File: src/rtl/circuit_test_pkg.sv
// Shared types and sizes for the 3-input truth-table checker.
package circuit_test_pkg;

  localparam int VEC_W   = 3;
  localparam int NUM_VEC = 8;
  localparam int CNT_W   = 4;

  typedef enum logic [1:0] {
    IDLE   = 2'd0,
    SETTLE = 2'd1,
    SAMPLE = 2'd2,
    DONE   = 2'd3
  } state_e;

endpackage

File: src/rtl/tt_settle_timer.sv
// Settle counter: counts while enabled, terminal flag when the count reaches TC.
module tt_settle_timer
  import circuit_test_pkg::*;
#(
  parameter int unsigned TC = 1
) (
  input  logic clk,
  input  logic rst_n,
  input  logic clr_i,
  input  logic en_i,
  output logic tc_o
);

  logic [CNT_W-1:0] cnt_q;

  always_ff @(posedge clk or negedge rst_n) begin
    if (!rst_n)    cnt_q <= '0;
    else if (clr_i) cnt_q <= '0;
    else if (en_i)  cnt_q <= cnt_q + 1'b1;
  end

  assign tc_o = (cnt_q == CNT_W'(TC));

endmodule

File: config.mk
export PLATFORM = sky130hd
export DESIGN_NAME = tt_settle_timer
export DESIGN_NICKNAME = d
export VERILOG_FILES = /design/src/rtl/circuit_test_pkg.sv /design/src/rtl/tt_settle_timer.sv
export SDC_FILE = /design/constraint.sdc
export NUM_CORES = 1
export LEC_CHECK = 0
export CORE_AREA = 3 3 40 42
export DETAILED_ROUTE_END_ITERATION = 8
export DIE_AREA = 0 0 43 45
export DONT_BUFFER_PORTS = 1
export GPL_TIMING_DRIVEN = 0
export PLACE_DENSITY = 0.4
export SYNTH_ARGS = -nofsm -noshare
export SYNTH_HDL_FRONTEND = slang
export SYNTH_SLANG_ARGS = --single-unit
File: constraint.sdc
create_clock -name clk -period 1.15 [get_ports clk]
set_clock_uncertainty 0.1 [all_clocks]
set_input_delay 0.23 -clock clk [delete_from_list [all_inputs] [get_ports clk]]
set_output_delay 0.23 -clock clk [all_outputs]
set_load 0.01 [all_outputs]
* After elaboration in Yosys (flattened, before gate mapping) *
Index checks and enable logic that the tools add are counted.

storage, ports and cells
  register bits after elaboration = 4
  bits of input ports = 4
  word-level logic and storage cells = 6

cells by class
  add/subtract/negate cells = 1
  equal/unequal tests = 1
  muxes and demuxes = 2
  reductions and logical operators = 1

operators by type and width
  operator                                             number
  two-way mux 4 bit                                    2
  adder 4 x 1 -> 4 bit, second input constant          1
  equality test 4 x 1 -> 1 bit, second input constant  1
  nonzero test 2 bit                                   1

* Longest topological paths before layout *
  word-level depth = 3
  depth in mapped cells = 4
  gate-level depth less buffers = 4

* Least setup slack after synthesis *
OpenSTA, ideal clock, no wires.

  path type = register to output
  from = register cnt_q[1]
  to = output tc_o
  arrival = 870 ps
  data required time = 820 ps
  setup slack = -50 ps
  stages on the path, launching flop included = 4
  path buffers = 0
  cell sequence = dfrtp_1 -> inv_1 -> ha_1 -> nor3b_1

on the way
  longest elaborated chain between the ends = 1

ends and longest elaborated chain
  element                       line                   text
  start: declaration            tt_settle_timer.sv:14  logic [CNT_W-1:0] cnt_q;
  start signal: assignment      tt_settle_timer.sv:19  else if (en_i) cnt_q <= cnt_q + 1'b1;
  equality test 4 x 1 -> 1 bit  tt_settle_timer.sv:22  assign tc_o = (cnt_q == CNT_W'(TC));
  end: declaration              tt_settle_timer.sv:11  output logic tc_o

Every way passes these cells.

* Worst setup path in the final report *
Ends and elaborated chain as after synthesis.

==> flow_metrics.py <==
metrics = {
    "critical_path": {
        "timing.critical_path.from_type": "flop",
        "timing.reg2reg.setup_slack_ns": -0.02,
        "timing.critical_path.slowest_stage_cell": "sky130_fd_sc_hd__dfrtp_1",
        "maximum_net_fanout_on_the_critical_path": 2,
        "ff2ff_path_depth": 3,
        "crit_path_max_incr_delay_ns": 0.37,
        "cp_data_arrival_time_ns": 1.00,
        "path_class": "reg -> out",
        "cp_top_family": "flip-flops",
        "critical_path_required_ns": 0.82,
        "crit-reg2reg-launch": "cnt_q[0]",
        "kind_of_capture_point_of_the_worst_setup_path": "output port",
        "critical_path.cell_chain": "inv_1, ha_1, nor3b_4",
        "setup.worst_path.start": "cnt_q[1]",
        "cp.buffers_inverters": 1,
        "rr_endpoint": "cnt_q[1]",
    },
    "yosys": {
        "synth-async-reset-ratio": 1.00,
        "yosysMostFrequentCell": "sky130_fd_sc_hd__dfrtp_1",
        "syn_nets": 26,
        "synth_enable_flop_cells": 0,
        "syn-cell-area_um2": 221,
        "synth_sequential_area_ratio": 0.452,
        "cells_after_synthesis": 20,
        "most_numerous_cell_types_in_the_synthesized_netlist": "sky130_fd_sc_hd__dfrtp_1, sky130_fd_sc_hd__a21oi_1, sky130_fd_sc_hd__ha_1, sky130_fd_sc_hd__nor2_1",
        "synth_top_cells_by_area": "sky130_fd_sc_hd__dfrtp_1, sky130_fd_sc_hd__ha_1, sky130_fd_sc_hd__mux2_4",
        "post_synth.cell_area_avg_um2": 11.1,
        "synthDistinctLibCells": 14,
        "ys_ff_latch": 4,
        "synthFlopType": "sky130_fd_sc_hd__dfrtp_1",
        "synth_top_area_frac": 0.452,
        "synth_top_area_cell": "sky130_fd_sc_hd__dfrtp_1",
        "syn_warnings": 0,
    },
    "min_path": {
        "hp-class": "in -> reg",
        "beginning_of_the_worst_hold_path": "en_i",
        "worstHoldEndpoint": "cnt_q[0]",
        "min_path_cells": 2,
    },
    "timing": {
        "portion_of_the_clock_cycle_consumed_by_the_worst_path_in_the_final_layout": 1.16,
        "finalWorstPathRequiredPeriod_ns": 1.33,
        "finalSetupViolCount": 3,
        "worst_slew_pin_slew_ns": 0.198,
        "grt_setup_unrepaired": "yes",
        "tns_ns": -0.213,
        "report.final.slew_viol_count": 0,
        "fin_ws_ns": -0.184,
        "fin_worst_hold_slack_ns": 0.0688,
        "hold_viol": 0,
        "max_clock_freq_mhz": 750,
        "slew_headroom": 0.868,
    },
    "global_route": {
        "grt_max_degree": 7,
        "grt.total_usage": 0.0661,
        "antenna_found_initial": 0,
        "first_global_vias": 181,
        "total_congestion_overflow": 0,
        "wire_length_of_the_first_global_routing_pass_um": 855,
    },
    "cts": {
        "clkLatencyLatePin_ns": 0.23,
        "htree_num_levels": 1,
        "numClockSinks": 4,
        "max-clock-path-buffers": 2,
        "cts.clk_slew.worst_paths_ns": 0.04,
        "cts_tree": "built",
        "cts.root.buffer_cell": "sky130_fd_sc_hd__clkbuf_4",
        "cts_made_buffers": 3,
    },
    "power_and_ir_drop": {
        "total_leakage_power_nw": 0.146,
        "powerDensity_nw_per_um2": 1140,
        "vdd_drop_max_mv": 0.480,
        "power.total_uw": 392,
    },
    "drt": {
        "first_iter_violations": 1,
        "num_vias": 162,
        "drc_markers": 0,
        "routedWlPerCell_um": 10.7,
        "final_antenna_net_count": 0,
        "avgViaCountPerCell": 3.77,
        "wl_um": 461,
        "detail_route.first_pass.iterations": 4,
    },
    "outcome": {
        "status": "complete, but fails checks",
        "violations": "negative setup slack",
    },
    "layout": {
        "final_cell_count_no_fill": 43,
        "reg.largest.list": "cnt_q x4",
        "layout.filler_cells": 136,
        "areaGrowthSynthToFinish_pct": 54.8,
        "layout.cell_area.non_filler_um2": 343,
        "finalNetCount": 36,
        "postLayoutCoreUtil": 0.267,
        "antennaDiodeCount": 0,
        "max_flop_register": "cnt_q",
        "final_layout_size_suffix_gt1_frac": 0.393,
        "largest_register_ffs": 4,
    },
    "flow_run": {
        "timing.max_cap.violations": 0,
    },
    "floorplan": {
        "floorplan.die.height_um": 45,
        "rows": 13,
        "placeableCoreArea_um2": 1280,
        "initial_utilization": 0.172,
        "die_outline_area_um2": 1940,
        "chipWidth_um": 43,
        "floorplan.io_pins": 5,
    },
    "placement": {
        "gp_congestion": 0.633,
        "numPortBuffers": 0,
        "placedCellCount": 35,
        "placed_cell_area_um2": 245,
        "placement.setup.worst_slack_ns": -0.0462,
    },
}
## how the worst max path moves through the flow
| stage | end | slack (ns) | cells past startpoint |
|---|---|---|---|
| after floorplan | cnt_q[1] | -0.01 | 4 |
| after global placement | cnt_q[1] | -0.08 | 4 |
| after detailed placement | cnt_q[1] | -0.05 | 4 |
| after CTS | tc_o | -0.20 | 3 |
| after global routing | tc_o | -0.22 | 3 |
| final | tc_o | -0.18 | 3 |
## metal layers
layer | track usage | up-vias | wire length, um
li1 | - | 85 | -
met1 | 0.0634 | 74 | 203
met2 | 0.0958 | 3 | 229
met3 | 0.0598 | 0 | 28
met4 | 0.0361 | 0 | 0
met5 | 0 | - | 0
## what timing repair did
action                                  CTS  global route
hold endpoints to repair                  7             0
pin swaps                                 4             3
hold buffers                              2             0
buffers inserted                          3             2
resized for setup                         5             2
endpoints found under the setup margin    3             5
cloned                                    0             0
## layout by cell type (no fill, tap or decap), drive strengths merged
master	n
dfrtp	4
clkbuf	3
buf	3
nor2	2
dlygate4sd3	2
a21oi	2
ha	2
inv	1
nor3b	1
nor2b	1
nand4	1
mux2	1
or2b	1
nand2b	1
xnor2	1
a21bo	1
nand3b	1
## cells by family (layout without fill, tap and decap cells)
family	Yosys count	in the layout	synth area share
and+or+nand+nor	8	8	0.220
DFF	4	4	0.452
AOI/OAI and AO/OA	3	3	0.0904
adders and majority gates	2	2	0.113
xor gates and xnor gates	1	1	0.0396
muxes	1	1	0.0678
buffers and inverters	1	9	0.0169
## layout make-up
| cell class | instances | area [um2] | share of cell area |
|---|---|---|---|
| multi-input combinational | 15 | 151 | 0.442 |
| inverter | 1 | 3.75 | 0.0109 |
| timing repair buffer | 5 | 46.3 | 0.135 |
| tap | 15 | 18.8 | 0.0547 |
| clock buffer | 3 | 22.5 | 0.0657 |
| sequential | 4 | 100 | 0.292 |
## power breakdown
group	switching [mW]	leakage, nW	internal, mW
Clock	0.0551	0.0138	0.117
Combinational	0.0274	0.0774	0.0396
Sequential	0.00524	0.0544	0.148
Total	0.0877	0.146	0.305
(Power assumes the default switching activity.)
